### src/rtl/envelope_bank_pkg.sv
// Shared types and helpers for the time-multiplexed ADSR envelope bank.
// Rates and sustain arrive as 7-bit percentages and are widened here.
package envelope_bank_pkg;

  localparam int ENVELOPE_COUNTER_WIDTH = 16;
  localparam int STEP_SHIFT             = 2;

  typedef logic [6:0]                        percent_t;
  typedef logic [ENVELOPE_COUNTER_WIDTH-1:0] level_t;

  typedef enum logic [2:0] {
    IDLE    = 3'd0,
    ATTACK  = 3'd1,
    DECAY   = 3'd2,
    SUSTAIN = 3'd3,
    RELEASE = 3'd4
  } envelope_state_t;

  localparam level_t LEVEL_MAX = '1;

  // 0 is the fastest rate: 128 - p spans 1..128, shifted up to 4..512.
  function automatic level_t rate_step(input percent_t p);
    logic [7:0] span;
    span = 8'd128 - {1'b0, p};
    return level_t'(span) << STEP_SHIFT;
  endfunction

  // Bit replication maps 0..127 onto the full 0..0xFFFF range.
  function automatic level_t sustain_level(input percent_t s);
    return {s, s, s[6:5]};
  endfunction

endpackage

### src/rtl/envelope_voice_step.sv
// Combinational next-state / next-level for one envelope voice.
// Evaluated once per sweep for the voice currently selected by the bank.
module envelope_voice_step
  import envelope_bank_pkg::*;
(
  input  logic [2:0]                        cur_state,
  input  logic [ENVELOPE_COUNTER_WIDTH-1:0] cur_level,
  input  logic                              gate,
  input  logic                              gate_prev,
  input  logic [6:0]                        attack,
  input  logic [6:0]                        decay,
  input  logic [6:0]                        sustain,
  input  logic [6:0]                        release_rate,
  output logic [2:0]                        next_state,
  output logic [ENVELOPE_COUNTER_WIDTH-1:0] next_level
);

  localparam int W = ENVELOPE_COUNTER_WIDTH;

  envelope_state_t state_now;
  envelope_state_t eff_state;
  envelope_state_t state_next;
  level_t          level_next;
  level_t          sustain_target;
  logic            rise;
  logic [W:0]      attack_sum;
  logic [W:0]      decay_diff;
  logic [W:0]      release_diff;

  assign state_now      = envelope_state_t'(cur_state);
  assign rise           = gate & ~gate_prev;
  assign sustain_target = sustain_level(sustain);

  // One bit of headroom so the saturation checks see carries and borrows.
  assign attack_sum   = {1'b0, cur_level} + {1'b0, rate_step(attack)};
  assign decay_diff   = {1'b0, cur_level} - {1'b0, rate_step(decay)};
  assign release_diff = {1'b0, cur_level} - {1'b0, rate_step(release_rate)};

  // Gate events redirect the state first, then that state's rate applies.
  always_comb begin
    eff_state = state_now;
    if (rise) begin
      eff_state = ATTACK;
    end else if (!gate && (state_now == ATTACK || state_now == DECAY ||
                           state_now == SUSTAIN)) begin
      eff_state = RELEASE;
    end
  end

  always_comb begin
    state_next = eff_state;
    level_next = cur_level;
    case (eff_state)
      IDLE: begin
        level_next = '0;
      end
      ATTACK: begin
        if (attack_sum >= {1'b0, LEVEL_MAX}) begin
          level_next = LEVEL_MAX;
          state_next = DECAY;
        end else begin
          level_next = attack_sum[W-1:0];
        end
      end
      DECAY: begin
        if (decay_diff[W] || decay_diff[W-1:0] <= sustain_target) begin
          level_next = sustain_target;
          state_next = SUSTAIN;
        end else begin
          level_next = decay_diff[W-1:0];
        end
      end
      SUSTAIN: begin
        level_next = sustain_target;
      end
      RELEASE: begin
        if (release_diff[W] || release_diff[W-1:0] == '0) begin
          level_next = '0;
          state_next = IDLE;
        end else begin
          level_next = release_diff[W-1:0];
        end
      end
      default: begin
        level_next = '0;
        state_next = IDLE;
      end
    endcase
  end

  assign next_state = state_next;
  assign next_level = level_next;

endmodule

### src/rtl/envelope_bank.sv
// Bank of linear ADSR envelopes sharing one update datapath.
// A tick starts a sweep that updates one voice per clock, then pulses done.
module envelope_bank
  import envelope_bank_pkg::*;
#(
  parameter  int NUM_VOICES  = 8,
  localparam int LEVEL_WIDTH = ENVELOPE_COUNTER_WIDTH
) (
  input  logic                              clock,
  input  logic                              reset,
  input  logic                              tick,
  input  logic [NUM_VOICES-1:0]             gate,
  input  logic [6:0]                        attack,
  input  logic [6:0]                        decay,
  input  logic [6:0]                        sustain,
  // "release" is a reserved word, hence the suffix.
  input  logic [6:0]                        release_rate,
  output logic [NUM_VOICES*LEVEL_WIDTH-1:0] level,
  output logic [NUM_VOICES-1:0]             active,
  output logic                              done,
  output logic                              overrun
);

  localparam int IDX_W = (NUM_VOICES > 1) ? $clog2(NUM_VOICES) : 1;
  localparam logic [IDX_W-1:0] LAST_IDX = IDX_W'(NUM_VOICES - 1);

  logic             busy_reg;
  logic [IDX_W-1:0] idx_reg;
  logic             done_reg;
  logic             overrun_reg;
  percent_t         attack_reg;
  percent_t         decay_reg;
  percent_t         sustain_reg;
  percent_t         release_reg;

  logic [3*NUM_VOICES-1:0] state_flat;
  logic [NUM_VOICES-1:0]   gate_prev_flat;

  logic [2:0]   cur_state;
  level_t       cur_level;
  logic         cur_gate;
  logic         cur_gate_prev;
  logic [2:0]   step_state;
  level_t       step_level;

  // Parameters are frozen for the whole sweep so every voice sees one set.
  always_ff @(posedge clock) begin
    if (reset) begin
      busy_reg    <= 1'b0;
      idx_reg     <= '0;
      done_reg    <= 1'b0;
      overrun_reg <= 1'b0;
      attack_reg  <= '0;
      decay_reg   <= '0;
      sustain_reg <= '0;
      release_reg <= '0;
    end else begin
      done_reg    <= 1'b0;
      overrun_reg <= tick & busy_reg;
      if (busy_reg) begin
        if (idx_reg == LAST_IDX) begin
          busy_reg <= 1'b0;
          idx_reg  <= '0;
          done_reg <= 1'b1;
        end else begin
          idx_reg <= idx_reg + 1'b1;
        end
      end else if (tick) begin
        busy_reg    <= 1'b1;
        idx_reg     <= '0;
        attack_reg  <= attack;
        decay_reg   <= decay;
        sustain_reg <= sustain;
        release_reg <= release_rate;
      end
    end
  end

  assign cur_state     = state_flat[idx_reg*3 +: 3];
  assign cur_level     = level[idx_reg*LEVEL_WIDTH +: LEVEL_WIDTH];
  assign cur_gate      = gate[idx_reg];
  assign cur_gate_prev = gate_prev_flat[idx_reg];

  envelope_voice_step u_step (
    .cur_state    (cur_state),
    .cur_level    (cur_level),
    .gate         (cur_gate),
    .gate_prev    (cur_gate_prev),
    .attack       (attack_reg),
    .decay        (decay_reg),
    .sustain      (sustain_reg),
    .release_rate (release_reg),
    .next_state   (step_state),
    .next_level   (step_level)
  );

  // Each voice owns its registers and only loads when the sweep points at it.
  for (genvar gi = 0; gi < NUM_VOICES; gi++) begin : gen_voice
    logic [2:0] state_reg;
    level_t     level_reg;
    logic       gate_prev_reg;

    always_ff @(posedge clock) begin
      if (reset) begin
        state_reg     <= IDLE;
        level_reg     <= '0;
        gate_prev_reg <= 1'b0;
      end else if (busy_reg && idx_reg == IDX_W'(gi)) begin
        state_reg     <= step_state;
        level_reg     <= step_level;
        gate_prev_reg <= cur_gate;
      end
    end

    assign state_flat[gi*3 +: 3]                  = state_reg;
    assign gate_prev_flat[gi]                     = gate_prev_reg;
    assign level[gi*LEVEL_WIDTH +: LEVEL_WIDTH]   = level_reg;
    assign active[gi]                             = (state_reg != IDLE);
  end

  assign done    = done_reg;
  assign overrun = overrun_reg;

endmodule

### config.mk
export PLATFORM = sky130hd
export DESIGN_NAME = envelope_bank
export DESIGN_NICKNAME = d
export VERILOG_FILES = /design/src/rtl/envelope_bank_pkg.sv /design/src/rtl/envelope_voice_step.sv /design/src/rtl/envelope_bank.sv
export SDC_FILE = /design/constraint.sdc
export NUM_CORES = 1
export LEC_CHECK = 0
export BUFFER_PORTS_ARGS = -buffer_cell sky130_fd_sc_hd__buf_2
export CORE_MARGIN = 3
export CORE_UTILIZATION = 58
export DETAILED_ROUTE_END_ITERATION = 16
export PLACE_DENSITY = 0.81
export SETUP_SLACK_MARGIN = 0.05
export SYNTH_ARGS = -nofsm -noshare
export SYNTH_HDL_FRONTEND = slang
export SYNTH_SLANG_ARGS = --single-unit
export TNS_END_PERCENT = 50
### constraint.sdc
create_clock -name clock -period 7.9 [get_ports clock]
set_clock_uncertainty 0.1 [all_clocks]
set_input_delay 0.395 -clock clock [delete_from_list [all_inputs] [get_ports clock]]
set_output_delay 0.395 -clock clock [all_outputs]
set_load 0.03 [all_outputs]
* Word level (Yosys, flattened, before mapping)
Index checks and enable logic that the tools add are counted.
** Word-level totals
- Register bits after elaboration :: 194
** Operators by class
- $mul :: 1
- Reduce and logical (&&, ||, !) cells :: 29
- Equality and inequality tests :: 14
- Shift operators :: 2
- $lt $le $gt $ge :: 3
- Add/subtract/negate cells :: 7
- Bitwise logic cells :: 4
- Mux-type cells :: 21
** Operator list (count)
- 128-bit by 8-bit indexed part select with 16-bit output :: 1
- 16-bit case mux with 4 select lines :: 1
- 16-bit 2-to-1 mux :: 3
- 16-bit by 10-bit subtractor with 17-bit output :: 2
- 3-bit 2-to-1 mux :: 8
- 3-bit nonzero test :: 8
- 24-bit by 6-bit indexed part select with 3-bit output :: 1
- 8-bit by 7-bit subtractor with 8-bit output, first input constant :: 3
- 3-bit by 2-bit equality test with 1-bit output, second input constant :: 6
- 16-bit by 10-bit adder with 17-bit output :: 1
- 17-bit by 16-bit greater-or-equal comparator with 1-bit output, second input constant :: 1
- 16-bit less-or-equal comparator :: 1
- 16-bit zero test :: 1
- 3-bit equality test, second input constant :: 5
- 3-bit case mux with 4 select lines :: 1
- 3-bit by 1-bit equality test with 1-bit output, second input constant :: 3
- 1-bit logical AND :: 9
- 1-bit binary-select mux with 3-bit select :: 2
- 3-bit zero test :: 2
- 1-bit 2-to-1 mux :: 6
- 3-bit by 2-bit multiplier with 5-bit output, second input constant :: 1
- 1-bit logical OR :: 4
- 3-bit by 4-bit less-than comparator with 1-bit output, second input constant :: 1
- 2-bit OR reduction :: 2
- 6 further kinds :: 8

* Longest topological paths before layout
Gate-level depths: netlist (run 1).
- Depth in word-level cells :: 11
- Gate-level depth with buffers :: 28
- Mapped depth without buffers :: 23

* Modules after synthesis
Synthesis (run 1) repeated with hierarchy kept, for this count alone.
** Second synthesis, totals
- Cells, all modules :: 1385
- Area, all modules :: 11023.1 µm²
** By module, submodules not included
- envelope_bank :: cells an instance 996, instances 1, area an instance 8227.9 µm²
- envelope_voice_step :: cells an instance 389, instances 1, area an instance 2795.2 µm²

* Least setup slack after synthesis (run 1)
Ideal clock, no wire load.
- Kind :: reg-to-reg
- From :: register idx_reg[0]
- To :: register gen_voice[1].level_reg[3]
- Period minus slack after synthesis :: 6.379 ns
- Library setup time :: 0.144 ns
- Arrival time :: 6.136 ns
- Cell stages (with the launch flop) :: 23
- Path slack :: 1.521 ns
- Cell sequence :: dfxtp_1 > buf_2 > clkbuf_1 > clkbuf_1 > mux4_2 > nand2_1 > nand2_1 > ha_1 > o21ai_0 > a21boi_0 > o21ai_0 > a2111o_1 > nand2_1 > xnor2_1 > ha_1 > nand4_1 > a2111o_1 > o211ai_1 > o311ai_4 > nor2_2 > mux2_2 > a211oi_4 > a211oi_1
** On the way
- Longest elaborated chain between the ends :: 10
- Elaborated cells on any way between the ends :: 36
- Those cells by class :: add/sub: 3; mul: 1; order compare: 2; eq/ne: 8; shift: 2; mux: 10; bitwise: 2; reduce/logical: 8
** Ends and longest elaborated chain
- start, declared :: RTL line envelope_bank.sv:28 : logic [IDX_W-1:0] idx_reg;
- start signal, assigned :: RTL line envelope_bank.sv:66 : idx_reg <= idx_reg + 1'b1;
- branches (longest 10 deep; another with 16-bit by 10-bit subtractor with 17-bit output)
- end signal, assigned :: RTL line envelope_bank.sv:110 : level_reg <= step_level;
- end, declared :: RTL line envelope_bank.sv:100 : level_t level_reg;
Several ways; the timed one is not identified. The select of a mux whose other input is x is not followed.
A chain may end at the register's enable or synchronous reset.

* Worst setup path in the final report (run 1)
- From :: register idx_reg[0]
- To :: register gen_voice[3].level_reg[8]
** On the way
- Longest elaborated chain between the ends :: 10
- Elaborated cells on any way between the ends :: 36
- Those cells by class :: add/sub: 3; mul: 1; order compare: 2; eq/ne: 8; shift: 2; mux: 10; bitwise: 2; reduce/logical: 8
** Ends and longest elaborated chain (RTL line)
- branches (longest 10 deep; another with 16-bit by 10-bit subtractor with 17-bit output)
- end signal, assigned :: envelope_bank.sv:110
- end, declared :: envelope_bank.sv:100
Several ways; the timed one is not identified. The select of a mux whose other input is x is not followed.

==> summary.md, run 1 <==
| Metric | Value |
|---|---|
| Outcome | finished, final reports clean |
| Delay-heaviest family, CP | compound AO/OA/AOI/OAI gates |
| Clock Tree Root | clkbuf_16 |
| Part of the power in registers | 0.360 |
| Vias in the first global route | 10384 |
| Die area | 0.0218 mm² |
| Post-cts resize count | 0 |
| #FFs+latches synth | between 150 and 200 |
| Pre-antenna DRT Iters | 6 |
| Internal power | 1.77 mW |
| Clock group share of total power | 0.321 |
| Final core occ | 0.673 |
| Avg Cell Area, Syn | 9.01 µm² |
| Peak VDD IR | about 0.00016 V |
| Initial antenna violation count | 0 |
| Reg2Reg Depth | 18 |
| Fill count | 1583 |
| Diodes inserted | 0 |
| Fin. max-slew vios | 0 |
| Iteration-0 DRC Markers | approximately 1100 |
| Chip width | 148 µm |
| Crit path kind | reg2reg |
| Synth area leader | dfxtp_1 |
| Reg clk slew, reported paths | 0.08 ns |
| CP arrival | between 7 and 8 ns |
| Final Cycle Share | 0.878 |
| HP Class | in2reg |
| Synth top area cells | dfxtp_1, mux4_2, a211oi_1 |
| CP max stage delay | 0.77 ns |
| Grt total ovfl | 0 |
| Tot GR Track Use | 0.339 |
| Residual DRC count | 0 |
| Avg WL per Cell | 22.2 µm |
| Synth Net Count | approximately 1400 |
| Setup bufs post-CTS | 0 |
| Num ports | 177 |
| Hold Startpoint | sustain[3] |
| Crit end category | register |
| Slew headroom | 0.226 |
| Achievable frequency | approximately 140 MHz |
| Placed insts | 1656 |
| Clock buffer count from CTS | 17 |
| Worst Path Max Fanout | 19 |
| Largest net degree at the start of global routing | 115 |
| Critical path origin | idx_reg[0] |
| Die H | between 100 and 150 µm |
| Final hold vios | 0 |
| # hold bufs at CTS | 0 |
| Worst reg2reg path endpoint | gen_voice[3].level_reg[8] |
| DR vias | 10926 |
| First-pass GRT wire length | just under 60000 µm |
| Antenna-violating nets left | 0 |
| TNS Setup | 0 ns |
| Post-route minimum period | 6.94 ns |
| Clock Latency Late Sink | 0.46 ns |
| Yosys warns | 0 |
| Netlist cell types | 93 |
| Worst Setup EP | gen_voice[3].level_reg[8] |
| RSZ-0062 raised after global routing | no |
| Routed vias/inst | around 6.5 |
| Worst-Margin Slew | 1.16 ns |
| FP Rows | 51 |
| Startpoint Class | register |
| Net load switching power | 1.11 mW |
| RR Startpoint | idx_reg[0] |
| CTS Sinks | between 150 and 200 |
| Final setup fails | 0 |
| Buf+Inv Stages, Crit Path | 1 |
| Final std cells w/o fill | 1688 |
| TritonCTS clock tree | built |
| WL final | around 37000 µm |
| Number of port buffers | 176 |
| Clock Tree Buf Depth | 2 |
| Main synth FF type | dfxtp_1 |
| Sw frac | 0.385 |
| RePlAce Congestion | roughly 1.1 |
| FF-to-FF setup slack | 0.96 ns |
| Crit path depth | 18 |
| Maxcap violations | 0 |
| Post-synthesis sequential area ratio | 0.334 |
| Final net count | roughly 1500 |
| WP data required | 8.09 ns |
| Final HPWL DP | 27400 µm |
| Critical-path cell list | buf_4 -> nor2b_1 -> a22oi_1 -> and2_1 -> ha_1 -> a21o_1 -> a211oi_1 -> nand2_1 -> xnor2_1 -> ha_1 -> nand4_1 -> a2111o_1 -> o211ai_1 -> o311ai_4 -> nor2_2 -> mux2_1 -> a221oi_2 -> a211oi_1 |
| Max reg flops | 128 |
| H-tree depth | 4 |
| Leak pwr | slightly above 5 nW |
| Post-synth ARST share | 0 |
| Slowest stage cell, crit path | a22oi_1 |
| Combinational cell fraction of total power | 0.320 |
| Post-synth EDFFs | 0 |
| Post-synth top area share | 0.334 |
| Area grow syn2layout | 13.6% |
| Core Region | 0.0196 mm² |
| Layout cells sized above 1 | 0.246 |
| Power density over the cells | 218 mW/mm² |
| Initial Utilization | 0.593 |
| Post-Syn Instances | 1289 |
| Post-Syn Area | around 0.012 mm² |
## tightest hold or removal path: stages
cell and delay [ns]:
buf_2 0.09, nand2_1 0.05, a21oi_1 0.05
## stage by stage
stage	power, mW	cell area [µm²]	hold WS, ns	setup slack [ns]
after global routing	2.98	13200	0.0917	0.514
after detailed placement	1.94	12600	0.347	1.04
after floorplan	1.71	11600	0.320	1.52
after global placement	1.95	12600	0.340	1.12
after CTS	2.85	13200	0.0758	0.991
final	2.87	13200	0.0786	0.964
## logic make-up after synthesis
kind of cell             share of synthesized area
buffers and inverters                       0.0474
AND/OR/NAND/NOR                              0.181
AO/OA/AOI/OAI                                0.241
multiplexers                                 0.116
flip-flops                                   0.334
XOR/XNOR                                    0.0265
adder cells (fa/ha/maj)                     0.0534
## placed cells by master (no fill, tap or decap), types with 6 or more instances in the layout
master	count
dfxtp_1	191
buf_2	175
nor2_1	172
nand2_1	125
a211oi_1	103
a21oi_1	71
mux4_2	44
ha_1	44
inv_1	36
a211oi_2	27
o21ai_0	25
o21ai_1	23
nor3_1	22
xnor2_1	21
clkbuf_16	17
mux2i_1	16
nand3_1	15
and2_1	14
or3_1	14
nand4_1	14
buf_4	14
nor2b_1	11
nand2b_1	10
xor2_1	9
a21o_1	9
o21a_1	9
mux2_2	9
nor4_1	8
nor3b_1	8
o211ai_1	8
a311oi_1	8
o211ai_2	7
o31ai_1	6
## final cells by class
| cell class | count | area (µm²) | share of cell area |
|---|---|---|---|
| multi-input cells | 968 | 7200 | 0.546 |
| flip-flops and latches | 194 | 3890 | 0.295 |
| repair buffers | 191 | 1010 | 0.0767 |
| clock buffers | 17 | 425 | 0.0322 |
| well taps | 265 | 332 | 0.0251 |
| clock inverters | 15 | 196 | 0.0149 |
| inverters | 38 | 143 | 0.0108 |
## layer usage
layer,global-route usage,share of wire,vias to the layer above
met3,0.0874,0.091,120
li1,-,-,5002
met2,0.554,0.47,589
met4,0.144,0.042,0
met5,0,0,-
met1,0.428,0.40,5215
## synthesized netlist by cell type, types with 6 or more instances
| cell type | n |
|---|---|
| a21o_1 | 9 |
| o31ai_1 | 6 |
| o21ai_1 | 23 |
| nor3b_1 | 8 |
| or3_1 | 14 |
| mux4_2 | 44 |
| a311oi_1 | 8 |
| nand2_1 | 125 |
| inv_1 | 36 |
| nor4_1 | 8 |
| o21a_1 | 9 |
| nand3_1 | 15 |
| ha_1 | 44 |
| a211oi_1 | 103 |
| nor2_1 | 172 |
| clkbuf_1 | 67 |
| xnor2_1 | 21 |
| xor2_1 | 9 |
| nor2b_1 | 12 |
| a211oi_2 | 27 |
| a21oi_1 | 72 |
| nand4_1 | 14 |
| mux2i_1 | 16 |
| o211ai_2 | 7 |
| nand2b_1 | 10 |
| buf_2 | 10 |
| mux2_2 | 9 |
| o211ai_1 | 8 |
| dfxtp_1 | 194 |
| and2_1 | 14 |
| nor3_1 | 22 |
| o21ai_0 | 25 |
## worst min path at each step
stage | end | depth (start not counted)
2_1_floorplan | gen_voice[7].gate_prev_reg | 2
5_1_grt | release_reg[2] | 3
3_5_place_dp | gen_voice[4].gate_prev_reg | 2
4_1_cts | decay_reg[3] | 3
3_3_place_gp | gen_voice[4].gate_prev_reg | 2
6_report | sustain_reg[3] | 3
## power by group through the flow
| stage | Clock (mW) | Combinational [mW] | Sequential [mW] |
|---|---|---|---|
| 3_3_place_gp | 0 | 0.892 | 1.05 |
| 3_5_place_dp | 0 | 0.890 | 1.05 |
| 2_1_floorplan | 0 | 0.645 | 1.07 |
| 6_report | 0.922 | 0.918 | 1.03 |
| 5_1_grt | 0.953 | 0.990 | 1.04 |
| 4_1_cts | 0.921 | 0.898 | 1.03 |
Note: power is estimated with default switching activity, not from simulation.
==> run 2: changes to the inputs <==
- CORE_MARGIN: 3 -> 5
- CORE_UTILIZATION: 58 -> 62
- PLACE_DENSITY: 0.81 -> 0.86
- clock period: 7.9 -> 8.1 ns (I/O delays scaled with it)
==> run 2 against run 1 <==
Die area fell by 0.87%. Core utilization up 3.7 points. Global-route usage grew 0.090 points. Setup slack gained 0.48 ns. Register-to-register slack better by 0.48 ns. Critical endpoint is now gen_voice[4].level_reg[8]. Largest power group unchanged.
==> summary.md, run 2 (synthesized netlist as in run 1, its figures left out) <==
| Metric | Value |
|---|---|
| Outcome | finished, final reports clean (unchanged) |
| Final setup fails | 0 (unchanged) |
| Delay-heaviest family, CP | compound AO/OA/AOI/OAI gates (unchanged) |
| Slew headroom | 0.170 (was 0.226) |
| Setup bufs post-CTS | 0 (unchanged) |
| Max reg flops | 128 (unchanged) |
| Worst reg2reg path endpoint | gen_voice[4].level_reg[8] (was gen_voice[3].level_reg[8]) |
| GRT met1 Usage | 0.447 (was 0.428) |
| WP data required | 8.30 ns (was 8.09 ns) |
| CP arrival | 6.85 ns (was 7.13 ns) |
| Buf+Inv Stages, Crit Path | 2 (was 1) |
| Register Area | 0.00389 mm² (unchanged) |
| Leak pwr | 5.22 nW (was 5.18 nW) |
| DR vias | 11045 (was 10926) |
| Routed vias/inst | 6.66 (was 6.47) |
| Reg2Reg Depth | 22 (was 18) |
| Final net count | 1498 (was 1496) |
| Die area | 0.0216 mm² (was 0.0218 mm²) |
| RR Startpoint | idx_reg[0] (unchanged) |
| Maxcap violations | 0 (unchanged) |
| Post-route minimum period | 6.65 ns (was 6.94 ns) |
| Die H | 147 µm (was 148 µm) |
| Placed insts | 1627 (was 1656) |
| WL final | 37700 µm (was 37500 µm) |
| Area grow syn2layout | 13.6% (about the same) |
| CP max stage delay | 0.68 ns (was 0.77 ns) |
| RSZ-0062 raised after global routing | no (unchanged) |
| Hold Path Stages | 3 (unchanged) |
| Final Cycle Share | 0.821 (was 0.878) |
| Hold Startpoint | attack[1] (was sustain[3]) |
| Clock buffer count from CTS | 17 (unchanged) |
| # hold bufs at CTS | 0 (unchanged) |
| Crit path kind | reg2reg (unchanged) |
| Power density over the cells | 217 mW/mm² (was 218 mW/mm²) |
| TritonCTS clock tree | built (unchanged) |
| Layout cells sized above 1 | 0.247 (was 0.246) |
| Commonest non-fill, non-tap cell in the layout | dfxtp_1 (unchanged) |
| Peak VDD IR | 0.000177 V (was 0.000159 V) |
| Clock Tree Root | clkbuf_16 (unchanged) |
| Worst Path Max Fanout | 26 (was 19) |
| Crit end category | register (unchanged) |
| Area of the multi-input gates | 0.00720 mm² (unchanged) |
| Achievable frequency | 150 MHz (was 144 MHz) |
| Vias in the first global route | 10670 (was 10384) |
| Antenna-violating nets left | 0 (unchanged) |
| CTS Sinks | 194 (unchanged) |
| RePlAce Congestion | 1.01 (was 1.05) |
| Most used cell along the critical path | nand2_1 |
| Diodes inserted | 0 (unchanged) |
| Number of port buffers | 176 (unchanged) |
| Initial antenna violation count | 1 (was 0) |
| Most frequent cells in the layout | dfxtp_1, buf_2, nor2_1 (unchanged) |
| Grt total ovfl | 0 (unchanged) |
| HP Class | in2reg (unchanged) |
| Clock Latency Late Sink | 0.46 ns (about the same) |
| Fin. max-slew vios | 0 (unchanged) |
| Pre-antenna DRT Iters | 9 (was 6) |
| H-tree depth | 4 (unchanged) |
| First-pass GRT wire length | 58800 µm (was 58000 µm) |
| TNS Setup | 0 ns (unchanged) |
| Chip width | 147 µm (was 148 µm) |
| Iteration-0 DRC Markers | 1456 (was 1077) |
| FF-to-FF setup slack | 1.45 ns (was 0.96 ns) |
| Met3 Usage GRT | 0.0799 (was 0.0874) |
| Startpoint Class | register (unchanged) |
| Num ports | 177 (unchanged) |
| Reg clk slew, reported paths | 0.09 ns (was 0.08 ns) |
| Critical-path cell list | buf_4 -> mux4_2 -> nand2_1 -> nand2_1 -> ha_1 -> a21o_1 -> a31oi_1 -> inv_1 -> o2111ai_1 -> a21oi_1 -> nor2_1 -> nand2_1 -> xnor2_1 -> ha_1 -> nand4_1 -> a2111o_1 -> o211ai_1 -> o311ai_4 -> nor2_2 -> mux2_1 -> a221oi_2 -> a211oi_1 (was buf_4 -> nor2b_1 -> a22oi_1 -> and2_1 -> ha_1 -> a21o_1 -> a211oi_1 -> nand2_1 -> xnor2_1 -> ha_1 -> nand4_1 -> a2111o_1 -> o211ai_1 -> o311ai_4 -> nor2_2 -> mux2_1 -> a221oi_2 -> a211oi_1) |
| Gr busiest metal | met2 (unchanged) |
| Post-cts resize count | 0 (unchanged) |
| Tot GR Track Use | 0.340 (was 0.339) |
| Final hold vios | 0 (unchanged) |
| Final std cells w/o fill | 1659 (was 1688) |
| Core Region | 0.0186 mm² (was 0.0196 mm²) |
| Clock Tree Buf Depth | 2 (unchanged) |
| Final HPWL DP | 27600 µm (was 27400 µm) |
| Residual DRC count | 0 (unchanged) |
| FP Rows | 50 (was 51) |
| Fill count | 1385 (was 1583) |
| Worst-Margin Slew | 1.24 ns (was 1.16 ns) |
| Met2 Use GR | 0.539 (was 0.554) |
| Initial Utilization | 0.625 (was 0.593) |
| Avg WL per Cell | 22.7 µm (was 22.2 µm) |
| Hold EP | attack_reg[1] (was sustain_reg[3]) |
| Largest net degree at the start of global routing | 93 (was 115) |
| Slowest stage cell, crit path | a221oi_2 (was a22oi_1) |
-- run 2: worst max-delay path by stage --
stage | start | endpoint | cells past startpoint
after floorplan | idx_reg[0] | gen_voice[1].level_reg[3] | 22
after global placement | idx_reg[0] | gen_voice[0].level_reg[8] | 20
after detailed placement | idx_reg[0] | gen_voice[0].level_reg[4] | 22
after CTS | idx_reg[0] | gen_voice[0].level_reg[8] | 20
after global routing | idx_reg[0] | gen_voice[1].level_reg[4] | 22
final | idx_reg[0] | gen_voice[4].level_reg[8] | 22
-- run 2: metal layers --
metal  share of wire  vias up  wire, µm
met5         0.00029        -        11
met4           0.043        2      1630
met3            0.10      123      3830
met2            0.46      645     17400
met1            0.39     5274     14800
li1                -     5001         -
-- run 2: tightest hold or removal path, stage by stage --
cell and delay, ns:
buf_2 0.09, nand2_1 0.05, a21oi_1 0.05
-- run 2: layout make-up --
class / count / area share
Multi-Input combinational cell: 968 / 0.545
Clock buffer: 17 / 0.0322
Timing Repair Buffer: 193 / 0.0769
Inverter: 38 / 0.0108
Tap cell: 234 / 0.0222
Clock inverter: 15 / 0.0180
Sequential cell: 194 / 0.295
-- run 2: stage by stage --
step | utilization | area [µm²] | hold slack, ns | total power [mW] | setup WS (ns)
2_1_floorplan | - | 11600 | 0.320 | 1.67 | 1.72
3_3_place_gp | 0.675 | 12500 | 0.333 | 1.89 | 1.64
3_5_place_dp | 0.675 | 12500 | 0.350 | 1.90 | 1.56
4_1_cts | 0.710 | 13200 | 0.0746 | 2.85 | 1.50
5_1_grt | 0.710 | 13200 | 0.0805 | 2.98 | 0.853
6_report | 0.710 | 13200 | 0.0793 | 2.87 | 1.45
-- run 2: report_power, final --
group	internal, mW	switching, mW	total [mW]
Combinational	0.319	0.579	0.898
Clock	0.451	0.513	0.965
Sequential	0.977	0.0293	1.01
==> run 3: changes to the inputs <==
- CORE_UTILIZATION: 62 -> 52
- PLACE_DENSITY: 0.86 -> 0.77
- clock period: 8.1 -> 6.1 ns (I/O delays scaled with it)
==> run 3 against run 2 <==
Setup slack lost 1.1 ns. Critical endpoint is now gen_voice[1].level_reg[3]. Hold slack lost 0.066 ns. Fmax is 16% higher. Largest cell class unchanged. Register-to-register slack got worse by 1.1 ns. Via count fell by 0.48%. Sequential power rose by 33%. Clock-buffer cell count stayed put. Sequential cell count stayed put. Power increased by 34%. Critical path type unchanged. Global-route usage shrank 4.7 points. Clock power grew 26%. Largest power group unchanged.
==> summary.md, run 3 (synthesized netlist as in run 1, its figures left out) <==
| Metric | Value |
|---|---|
| First-pass GRT wire length | 60300 µm (was 58800 µm) |
| Chip width | 159 µm (was 147 µm) |
| Diodes inserted | 0 (unchanged) |
| Pre-CTS WS | 0.0549 ns (was 1.56 ns) |
| Layout cells sized above 1 | 0.261 (was 0.247) |
| Die area | 0.0254 mm² (was 0.0216 mm²) |
| Outcome | finished, final reports clean (unchanged) |
| Largest net degree at the start of global routing | 89 (was 93) |
| Final setup fails | 0 (unchanged) |
| Residual DRC count | 0 (unchanged) |
| Final hold vios | 0 (unchanged) |
| Initial antenna violation count | 1 (unchanged) |
| FP Rows | 54 (was 50) |
| Met2 WL post-DR | 18100 µm (was 17400 µm) |
| Maxcap violations | 0 (unchanged) |
| Area grow syn2layout | 18.1% (was 13.6%) |
| Reg2Reg Depth | 24 (was 22) |
| Most frequent cells in the layout | dfxtp_1, buf_2, nor2_1 (unchanged) |
| Clock group share of total power | 0.317 (was 0.336) |
| Clock Tree Root | clkbuf_16 (unchanged) |
| WP data required | 6.30 ns (was 8.30 ns) |
| Pre-antenna DRT Iters | 6 (was 9) |
| Peak VDD IR | 0.000152 V (was 0.000177 V) |
| Crit end category | register (unchanged) |
| Slew headroom | 0.194 (was 0.170) |
| Tot GR Track Use | 0.293 (was 0.340) |
| Core Region | 0.0219 mm² (was 0.0186 mm²) |
| Hold Startpoint | sustain[2] (was attack[1]) |
| Final HPWL DP | 27800 µm (was 27600 µm) |
| Slowest stage cell, crit path | mux4_2 (was a221oi_2) |
| Final net count | 1543 (was 1498) |
| Crit path kind | reg2reg (unchanged) |
| Internal power | 2.36 mW (was 1.75 mW) |
| Power density over the cells | 280 mW/mm² (was 217 mW/mm²) |
| Worst-Margin Slew | 1.20 ns (was 1.24 ns) |
| Worst Slack Setup Final | 0.357 ns (was 1.45 ns) |
| Net load switching power | 1.47 mW (was 1.12 mW) |
| CP max stage delay | 0.52 ns (was 0.68 ns) |
| M1 wire length | 16100 µm (was 14800 µm) |
| WL final | 38700 µm (was 37700 µm) |
| Hold EP | sustain_reg[2] (was attack_reg[1]) |
| Initial Utilization | 0.531 (was 0.625) |
| RR Startpoint | idx_reg[0] (unchanged) |
| Critical-path cell list | mux4_2 -> nand2_1 -> and2_2 -> ha_1 -> inv_1 -> fa_1 -> a21o_1 -> a31oi_1 -> inv_1 -> o2111ai_2 -> a21oi_2 -> nor2_2 -> nand2_1 -> xnor2_1 -> ha_1 -> nand4_1 -> a2111o_1 -> o211ai_1 -> o311ai_4 -> nor2_4 -> mux2_2 -> a211oi_4 -> buf_4 -> a211oi_1 (was buf_4 -> mux4_2 -> nand2_1 -> nand2_1 -> ha_1 -> a21o_1 -> a31oi_1 -> inv_1 -> o2111ai_1 -> a21oi_1 -> nor2_1 -> nand2_1 -> xnor2_1 -> ha_1 -> nand4_1 -> a2111o_1 -> o211ai_1 -> o311ai_4 -> nor2_2 -> mux2_1 -> a221oi_2 -> a211oi_1) |
| DR vias | 10992 (was 11045) |
| Sw frac | 0.384 (was 0.391) |
| Antenna-violating nets left | 0 (unchanged) |
| CTS Sinks | 194 (unchanged) |
| Avg WL per Cell | 22.1 µm (was 22.7 µm) |
| CP arrival | 5.94 ns (was 6.85 ns) |
| TNS Setup | 0 ns (unchanged) |
| Met3 WL post-DR | 3230 µm (was 3830 µm) |
| Combinational cell fraction of total power | 0.335 (was 0.313) |
| FF-to-FF setup slack | 0.36 ns (was 1.45 ns) |
| Tot Pwr | 3.84 mW (was 2.87 mW) |
| Max reg flops | 128 (unchanged) |
| Vias in the first global route | 10590 (was 10670) |
| Number of port buffers | 176 (unchanged) |
| Leak pwr | 5.43 nW (was 5.22 nW) |
| Fill count | 1820 (was 1385) |
| Clock Latency Late Sink | 0.46 ns (about the same) |
| Achievable frequency | 174 MHz (was 150 MHz) |
| Post-route minimum period | 5.74 ns (was 6.65 ns) |
| Commonest non-fill, non-tap cell in the layout | dfxtp_1 (unchanged) |
| Buf+Inv Stages, Crit Path | 3 (was 2) |
| Startpoint Class | register (unchanged) |
| Routed vias/inst | 6.28 (was 6.66) |
| Worst hold slack | 0.0130 ns (was 0.0793 ns) |
| Clock Tree Buf Depth | 2 (unchanged) |
| Delay-heaviest family, CP | compound AO/OA/AOI/OAI gates (unchanged) |
| Worst Path Max Fanout | 8 (was 26) |
| H-tree depth | 4 (unchanged) |
| Worst reg2reg path endpoint | gen_voice[1].level_reg[3] (was gen_voice[4].level_reg[8]) |
| Num ports | 177 (unchanged) |
| Final Cycle Share | 0.941 (was 0.821) |
| RePlAce Congestion | 0.978 (was 1.01) |
| Grt total ovfl | 0 (unchanged) |
| Fin. max-slew vios | 0 (unchanged) |
| Reg clk slew, reported paths | 0.09 ns (about the same) |
| Iteration-0 DRC Markers | 1125 (was 1456) |
| RSZ-0062 raised after global routing | no (unchanged) |
| Uppermost routed layer | met5 (unchanged) |
| Die H | 159 µm (was 147 µm) |
| TritonCTS clock tree | built (unchanged) |
| Clock buffer count from CTS | 17 (unchanged) |
| Part of the power in registers | 0.348 (was 0.351) |
| Hold Path Stages | 3 (unchanged) |
| HP Class | in2reg (unchanged) |
## run 3: cell count changes in the layout (fill, tap and decap cells not counted), sizes merged
cell | before | now
clkinv | 1 | 7
dlygate4sd3 | 0 | 19
inv | 52 | 45
buf | 193 | 218
clkinvlp | 0 | 1
clkbuf | 17 | 18
## run 3: area by class of cell
cell class,instances,area [µm²],area share
Sequential cell,194,3890,0.284
Tap cell,280,350,0.0255
Clock buffer,17,425,0.0310
Clock inverter,15,220,0.0160
Inverter,38,143,0.0104
Multi-Input combinational cell,968,7230,0.527
Timing Repair Buffer,238,1470,0.107
## run 3: worst min-delay path: cells and delay by family
kind | cells | cell delay [ns]
AO/OA/AOI/OAI | 1 | 0.06
buffers and inverters | 1 | 0.10
AND/OR/NAND/NOR | 1 | 0.05
## run 3: worst max path at each step
stage               startpoint                    endpoint  cells past startpoint
detailed placement  idx_reg[0]  gen_voice[6].level_reg[13]                     23
CTS                 idx_reg[0]   gen_voice[1].level_reg[3]                     24
global placement    idx_reg[0]  gen_voice[0].level_reg[13]                     20
global route        idx_reg[0]   gen_voice[1].level_reg[3]                     24
floorplan           idx_reg[1]   gen_voice[1].level_reg[3]                     27
finish              idx_reg[0]   gen_voice[1].level_reg[3]                     24
## run 3: power groups by stage
stage,Sequential [mW],Clock (mW),Combinational (mW)
2_1_floorplan,1.38,0,0.840
3_3_place_gp,1.36,0,1.21
3_5_place_dp,1.36,0,1.21
4_1_cts,1.33,1.23,1.23
5_1_grt,1.34,1.27,1.37
6_report,1.34,1.22,1.29
## run 3: stage by stage
stage	util	area, µm²	instances
6_report	0.627	13700	1750
5_1_grt	0.627	13700	1750
4_1_cts	0.623	13600	1745
3_5_place_dp	0.584	12800	1694
3_3_place_gp	0.584	12800	1694
2_1_floorplan	-	11600	1289
## run 3: routing by layer
| layer | global-route usage | vias up |
|---|---|---|
| met1 | 0.390 | 5251 |
| li1 | - | 5101 |
| met2 | 0.469 | 546 |
| met5 | 0 | - |
| met3 | 0.0681 | 92 |
| met4 | 0.100 | 2 |
## run 3: repair_timing
item,in CTS,in global routing
hold endpoints to repair,19,0
endpoints found under the setup margin,4,128
gates cloned,0,1
gates resized for setup,1,10
pin swaps,0,5
buffers inserted,0,4
hold buffers,19,0
